==> config.mk <==
export PLATFORM = sky130hd
export DESIGN_NAME = miriscv_data_arb
export DESIGN_NICKNAME = d
export VERILOG_FILES = /design/src/rtl/miriscv_arb_pkg.sv /design/src/rtl/miriscv_arb_prio.sv /design/src/rtl/miriscv_data_arb.sv
export SDC_FILE = /design/constraint.sdc
export NUM_CORES = 1
export LEC_CHECK = 0
export BUFFER_PORTS_ARGS = -buffer_cell sky130_fd_sc_hd__buf_2
export CELL_PAD_IN_SITES_DETAIL_PLACEMENT = 0
export CELL_PAD_IN_SITES_GLOBAL_PLACEMENT = 1
export CORE_UTILIZATION = 13
export DETAILED_ROUTE_END_ITERATION = 8
export PLACE_DENSITY = 0.83
export SYNTH_ARGS = -nofsm -noshare
export SYNTH_HDL_FRONTEND = slang
export SYNTH_HIERARCHICAL = 1
export SYNTH_SLANG_ARGS = --single-unit
==> constraint.sdc <==
create_clock -name clk_i -period 1.9 [get_ports clk_i]
set_input_delay 0.38 -clock clk_i [delete_from_list [all_inputs] [get_ports clk_i]]
set_output_delay 0.38 -clock clk_i [all_outputs]
set_load 0.005 [all_outputs]
==> src/rtl/miriscv_arb_pkg.sv <==
// miriscv_arb_pkg: master indices and default lock bound for the data-port arbiter.
package miriscv_arb_pkg;
   localparam int ARB_M_CORE   = 0;
   localparam int ARB_M_EXT    = 1;
   localparam int ARB_MAX_LOCK = 8;
endpackage

==> src/rtl/miriscv_arb_prio.sv <==
// miriscv_arb_prio: round-robin priority register with a bounded lock counter for master 1.
module miriscv_arb_prio
   import miriscv_arb_pkg::*;
#(
   parameter int MAX_LOCK = ARB_MAX_LOCK
) (
   input  logic       clk_i,
   input  logic       rst_n_i,
   input  logic       core_req_i,
   input  logic       lock_i,
   input  logic [1:0] gnt_i,
   output logic       prio_o
);
   localparam int CW = $clog2(MAX_LOCK + 1);
   logic          prio_q, prio_d;
   logic [CW-1:0] lock_cnt_q, lock_cnt_d;
   // A saturated lock counter overrides the register so the core gets the next contended slot.
   assign prio_o = (lock_cnt_q == CW'(MAX_LOCK)) ? 1'(ARB_M_CORE) : prio_q;
   always_comb begin
      prio_d     = gnt_i[ARB_M_CORE] ? 1'(ARB_M_EXT) : gnt_i[ARB_M_EXT] ? lock_i : prio_q;
      lock_cnt_d = (!lock_i || gnt_i[ARB_M_CORE]) ? '0
                 : gnt_i[ARB_M_EXT] ? lock_cnt_q + CW'(core_req_i) : lock_cnt_q;
   end
   always_ff @(posedge clk_i or posedge rst_n_i) begin
      if (rst_n_i) begin
         prio_q     <= 1'b0;
         lock_cnt_q <= '0;
      end else begin
         prio_q     <= prio_d;
         lock_cnt_q <= lock_cnt_d;
      end
   end
endmodule

==> src/rtl/miriscv_data_arb.sv <==
// miriscv_data_arb: shares the data-memory port between the LSU (master 0) and an external master (master 1).
module miriscv_data_arb
   import miriscv_arb_pkg::*;
#(
   parameter int MAX_LOCK = ARB_MAX_LOCK
) (
   input  logic        clk_i,
   input  logic        rst_n_i,
   input  logic [1:0]  req_i,
   input  logic [1:0]  we_i,
   input  logic [7:0]  be_i,
   input  logic [63:0] addr_i,
   input  logic [63:0] wdata_i,
   input  logic        lock_i,
   output logic [1:0]  gnt_o,
   output logic [1:0]  rvalid_o,
   output logic [31:0] rdata_o,
   output logic        mem_req_o,
   output logic        mem_we_o,
   output logic [3:0]  mem_be_o,
   output logic [31:0] mem_addr_o,
   output logic [31:0] mem_wdata_o,
   input  logic [31:0] mem_rdata_i
);
   logic       prio;
   logic       sel;
   logic [1:0] rvalid_q, rvalid_d;
   miriscv_arb_prio #(.MAX_LOCK(MAX_LOCK)) u_prio (
      .clk_i      (clk_i),
      .rst_n_i    (rst_n_i),
      .core_req_i (req_i[ARB_M_CORE]),
      .lock_i     (lock_i),
      .gnt_i      (gnt_o),
      .prio_o     (prio)
   );
   always_comb begin
      gnt_o[ARB_M_CORE] = req_i[ARB_M_CORE] & (~req_i[ARB_M_EXT] | ~prio);
      gnt_o[ARB_M_EXT]  = req_i[ARB_M_EXT] & (~req_i[ARB_M_CORE] | prio);
      sel               = gnt_o[ARB_M_EXT];
      mem_req_o         = |req_i;
      mem_we_o          = mem_req_o & (sel ? we_i[1] : we_i[0]);
      mem_be_o          = !mem_req_o ? '0 : sel ? be_i[7:4] : be_i[3:0];
      mem_addr_o        = !mem_req_o ? '0 : sel ? addr_i[63:32] : addr_i[31:0];
      mem_wdata_o       = !mem_req_o ? '0 : sel ? wdata_i[63:32] : wdata_i[31:0];
      rvalid_d          = gnt_o & ~we_i;
   end
   always_ff @(posedge clk_i or posedge rst_n_i) begin
      if (rst_n_i) rvalid_q <= '0;
      else         rvalid_q <= rvalid_d;
   end
   assign rvalid_o = rvalid_q;
   assign rdata_o  = mem_rdata_i;
endmodule

==> flow_metrics.tcl <==
set metrics [dict create \
    drc_errors 0 \
    grt.overflow.total 0 \
    skew_ns 0.00262 \
    cts_buffer_depth 2 \
    first_iter_violations 111 \
    power_per_cell_area_nw_per_um2 464 \
    startpoint "u_prio/lock_cnt_q[3]$_DFFE_PP0P_" \
    period_share 1.19 \
    placed_cells 469 \
    final_area_um2 2910 \
    synthCells 159 \
    fmax_mhz 444 \
    cts-buffers-inserted 3 \
    clock-sinks 7 \
    rsz0062_at_grt "true" \
    io_buffer_count 216 \
    clock_latency_ns 0.23 \
    startpoint_type "flip-flop" \
    yosysSeqAreaShare 0.118 \
    area_delta_synth_final_pct 96.4 \
    fin_nets 529 \
    yosysWarningCount 6 \
    grt_max_degree 40 \
    die_area_um2 11800 \
    status "finished, violations left" \
    violations "setup timing" \
    period_needed_ns 2.25 \
    r2r.worst_path.cells 7 \
    num_rows 38 \
    cts-htree-levels 1 \
    wl_um 8360 \
    fill_cells 1161 \
    antenna_found_initial 0 \
    path_cells "inv_1, o41a_1, a21boi_4, buf_6, clkbuf_16, a32o_1, buf_2" \
    ys_seq_elements 7 \
    cp_slowest_cell "o41a_1" \
    top_level_ports 281 \
    vias_per_cell 4.67 \
    drive_gt1_frac 0.735 \
    vias 2295 \
    firstDrtPassIters 4 \
    grt_usage 0.116 \
    hold_viol_final 0 \
    drv_cap 0 \
    clk_pin_slew_ns 0.04 \
    cts-root-buf "clkbuf_16" \
    die_y_um 109 \
    peakVddDrop_mv 0.409 \
    syn_nets 336 \
    avgSynthCellArea_um2 9.31 \
    grt_pass1_wl_um 10300 \
    critPathMaxStageDelay_ns 0.46 \
    cts_tree "done" \
    cp.required_ns 1.52 \
    crit_fanout 8 \
    hpwlAfterDp_um 5780 \
    initial_core_util 0.135 \
    postCtsHoldBufs 0 \
    endpoint_kind "output port" \
    r2r-start "u_prio/lock_cnt_q[3]$_DFFE_PP0P_" \
    hold_class "primary input to asynchronous set/reset pin" \
    gp_congestion 0.786 \
    wire_per_inst_um 17.0 \
    worstMarginPinSlew_ns 0.364 \
    place_area_um2 2470 \
    syn_area_um2 1480 \
    drv_slew 0 \
    critPathKind "flip-flop to output port" \
    finalNonFillerCells 491 \
    setup_violations 73 \
    ant_nets 0 \
    yosysUniqueCellTypes 24 \
    design.core.area_um2 11000 \
    leakage_uw 0.00153 \
    grt_pass1_vias 1955 \
    maxSlewHeadroom 0.758 \
    die-width_um 109 \
    fin_setup_tns_ns -23.27 \
    finalPower_uw 1350 \
    setup_ws_ns -0.353 \
    n_antenna_cell 0 \
    arrival_ns 1.87 \
]
-- report_power, final --
| part | leakage [uW] | internal, uW | switching, uW |
|---|---|---|---|
| combinational | 0.00140 | 483 | 337 |
| clock | 0.0000382 | 280 | 87.5 |
| sequential | 0.0000925 | 157 | 4.24 |
-- cells in the mapped netlist --
library cell  count  area [um2]
a211o_2           1        10.0
a21bo_2           1        10.0
a21boi_4          1        18.8
a21oi_1           1        5.00
a32o_1           69         691
and2_1            1        6.26
and3b_1           1        8.76
buf_2             8        40.0
buf_4            35         263
buf_6             7        78.8
clkbuf_1          7        26.3
dfrtp_1           7         175
ha_1              2        25.0
inv_1             3        11.3
mux2i_1           3        30.0
nand2b_1          1        6.26
nand3b_1          2        15.0
nand4_1           1        6.26
nor2_1            2        7.51
nor2b_1           2        12.5
o41a_1            1        11.3
or2_2             1        6.26
or2b_1            1        7.51
or3b_1            1        8.76
-- what timing repair did --
| item | 4_1_cts | 5_1_grt |
|---|---|---|
| buffers inserted | 8 | 1 |
| gates resized for setup | 11 | 5 |
| setup endpoints to repair | 71 | 76 |
| pin swaps | 2 | 3 |
| cloned | 4 | 5 |
| hold endpoints to repair | 0 | 0 |
-- per-stage QoR --
stage                     setup slack, ns  hold slack [ns]  utilization
after global routing               -0.462           0.0248        0.265
final                              -0.353          0.00635        0.265
after global placement            -0.0943            0.242        0.225
after detailed placement           -0.137            0.244        0.225
after floorplan                   -0.0187            0.121            -
after CTS                          -0.368        0.0000196        0.252
-- routing by layer --
layer,track usage,routed length (um),vias up
met3,0.0137,578,24
met2,0.207,4250,145
met5,0,0,-
met4,0.0386,163,0
li1,-,-,1035
met1,0.142,3370,1091
-- cell type report --
cell class	instances	area (um2)	share of cell area
Inverter	3	11.3	0.00387
Multi-Input combinational cell	92	911	0.313
Clock buffer	4	78.8	0.0271
Timing Repair Buffer	245	1560	0.535
Sequential cell	7	175	0.0602
Tap cell	140	175	0.0602
-- worst max-delay path, delay by kind of cell, from the launching register on --
kind                   cells  cell delay (ns)
AOI/OAI and AO/OA          3             0.79
buffers and inverters      4             0.50
DFF                        1             0.34
-- logic make-up after synthesis --
logic type | count (synthesis) | share of synthesized area
fa+ha+maj | 2 | 0.0169
compound gates | 74 | 0.504
mux | 3 | 0.0203
simple gates | 13 | 0.0575
buf+inv | 60 | 0.283
flops | 7 | 0.118
-- flip-flops by register name, indices dropped and copies added, names as in the netlist --
name	cells
rvalid_o	2
u_prio/prio_q	1
u_prio/lock_cnt_q	4
-- cell usage in the layout (no fill, tap or decap), types with 3 or more instances in the layout --
cell	Yosys	final
buf_4	35	10
a32o_1	69	67
mux2i_1	3	3
buf_6	7	4
clkbuf_16	0	7
buf_12	0	6
buf_16	0	4
inv_1	3	3
dfrtp_1	7	7
buf_2	8	215
-- path summary, 6_finish.rpt --
check | endpoint | slack [ns]
max in group asynchronous | u_prio/lock_cnt_q[1]$_DFFE_PP0P_ | 1.65
worst max-delay path | mem_addr_o[4] | -0.35
worst max register to register | u_prio/prio_q$_DFFE_PP0P_ | 0
min in group clk_i | rvalid_o[0]$_DFF_PP0_ | 0.33
worst min-delay path | rvalid_o[0]$_DFF_PP0_ | 0.006
worst min register to register | u_prio/prio_q$_DFFE_PP0P_ | 0.63
No activity file was read; power rests on OpenSTA's default activity.
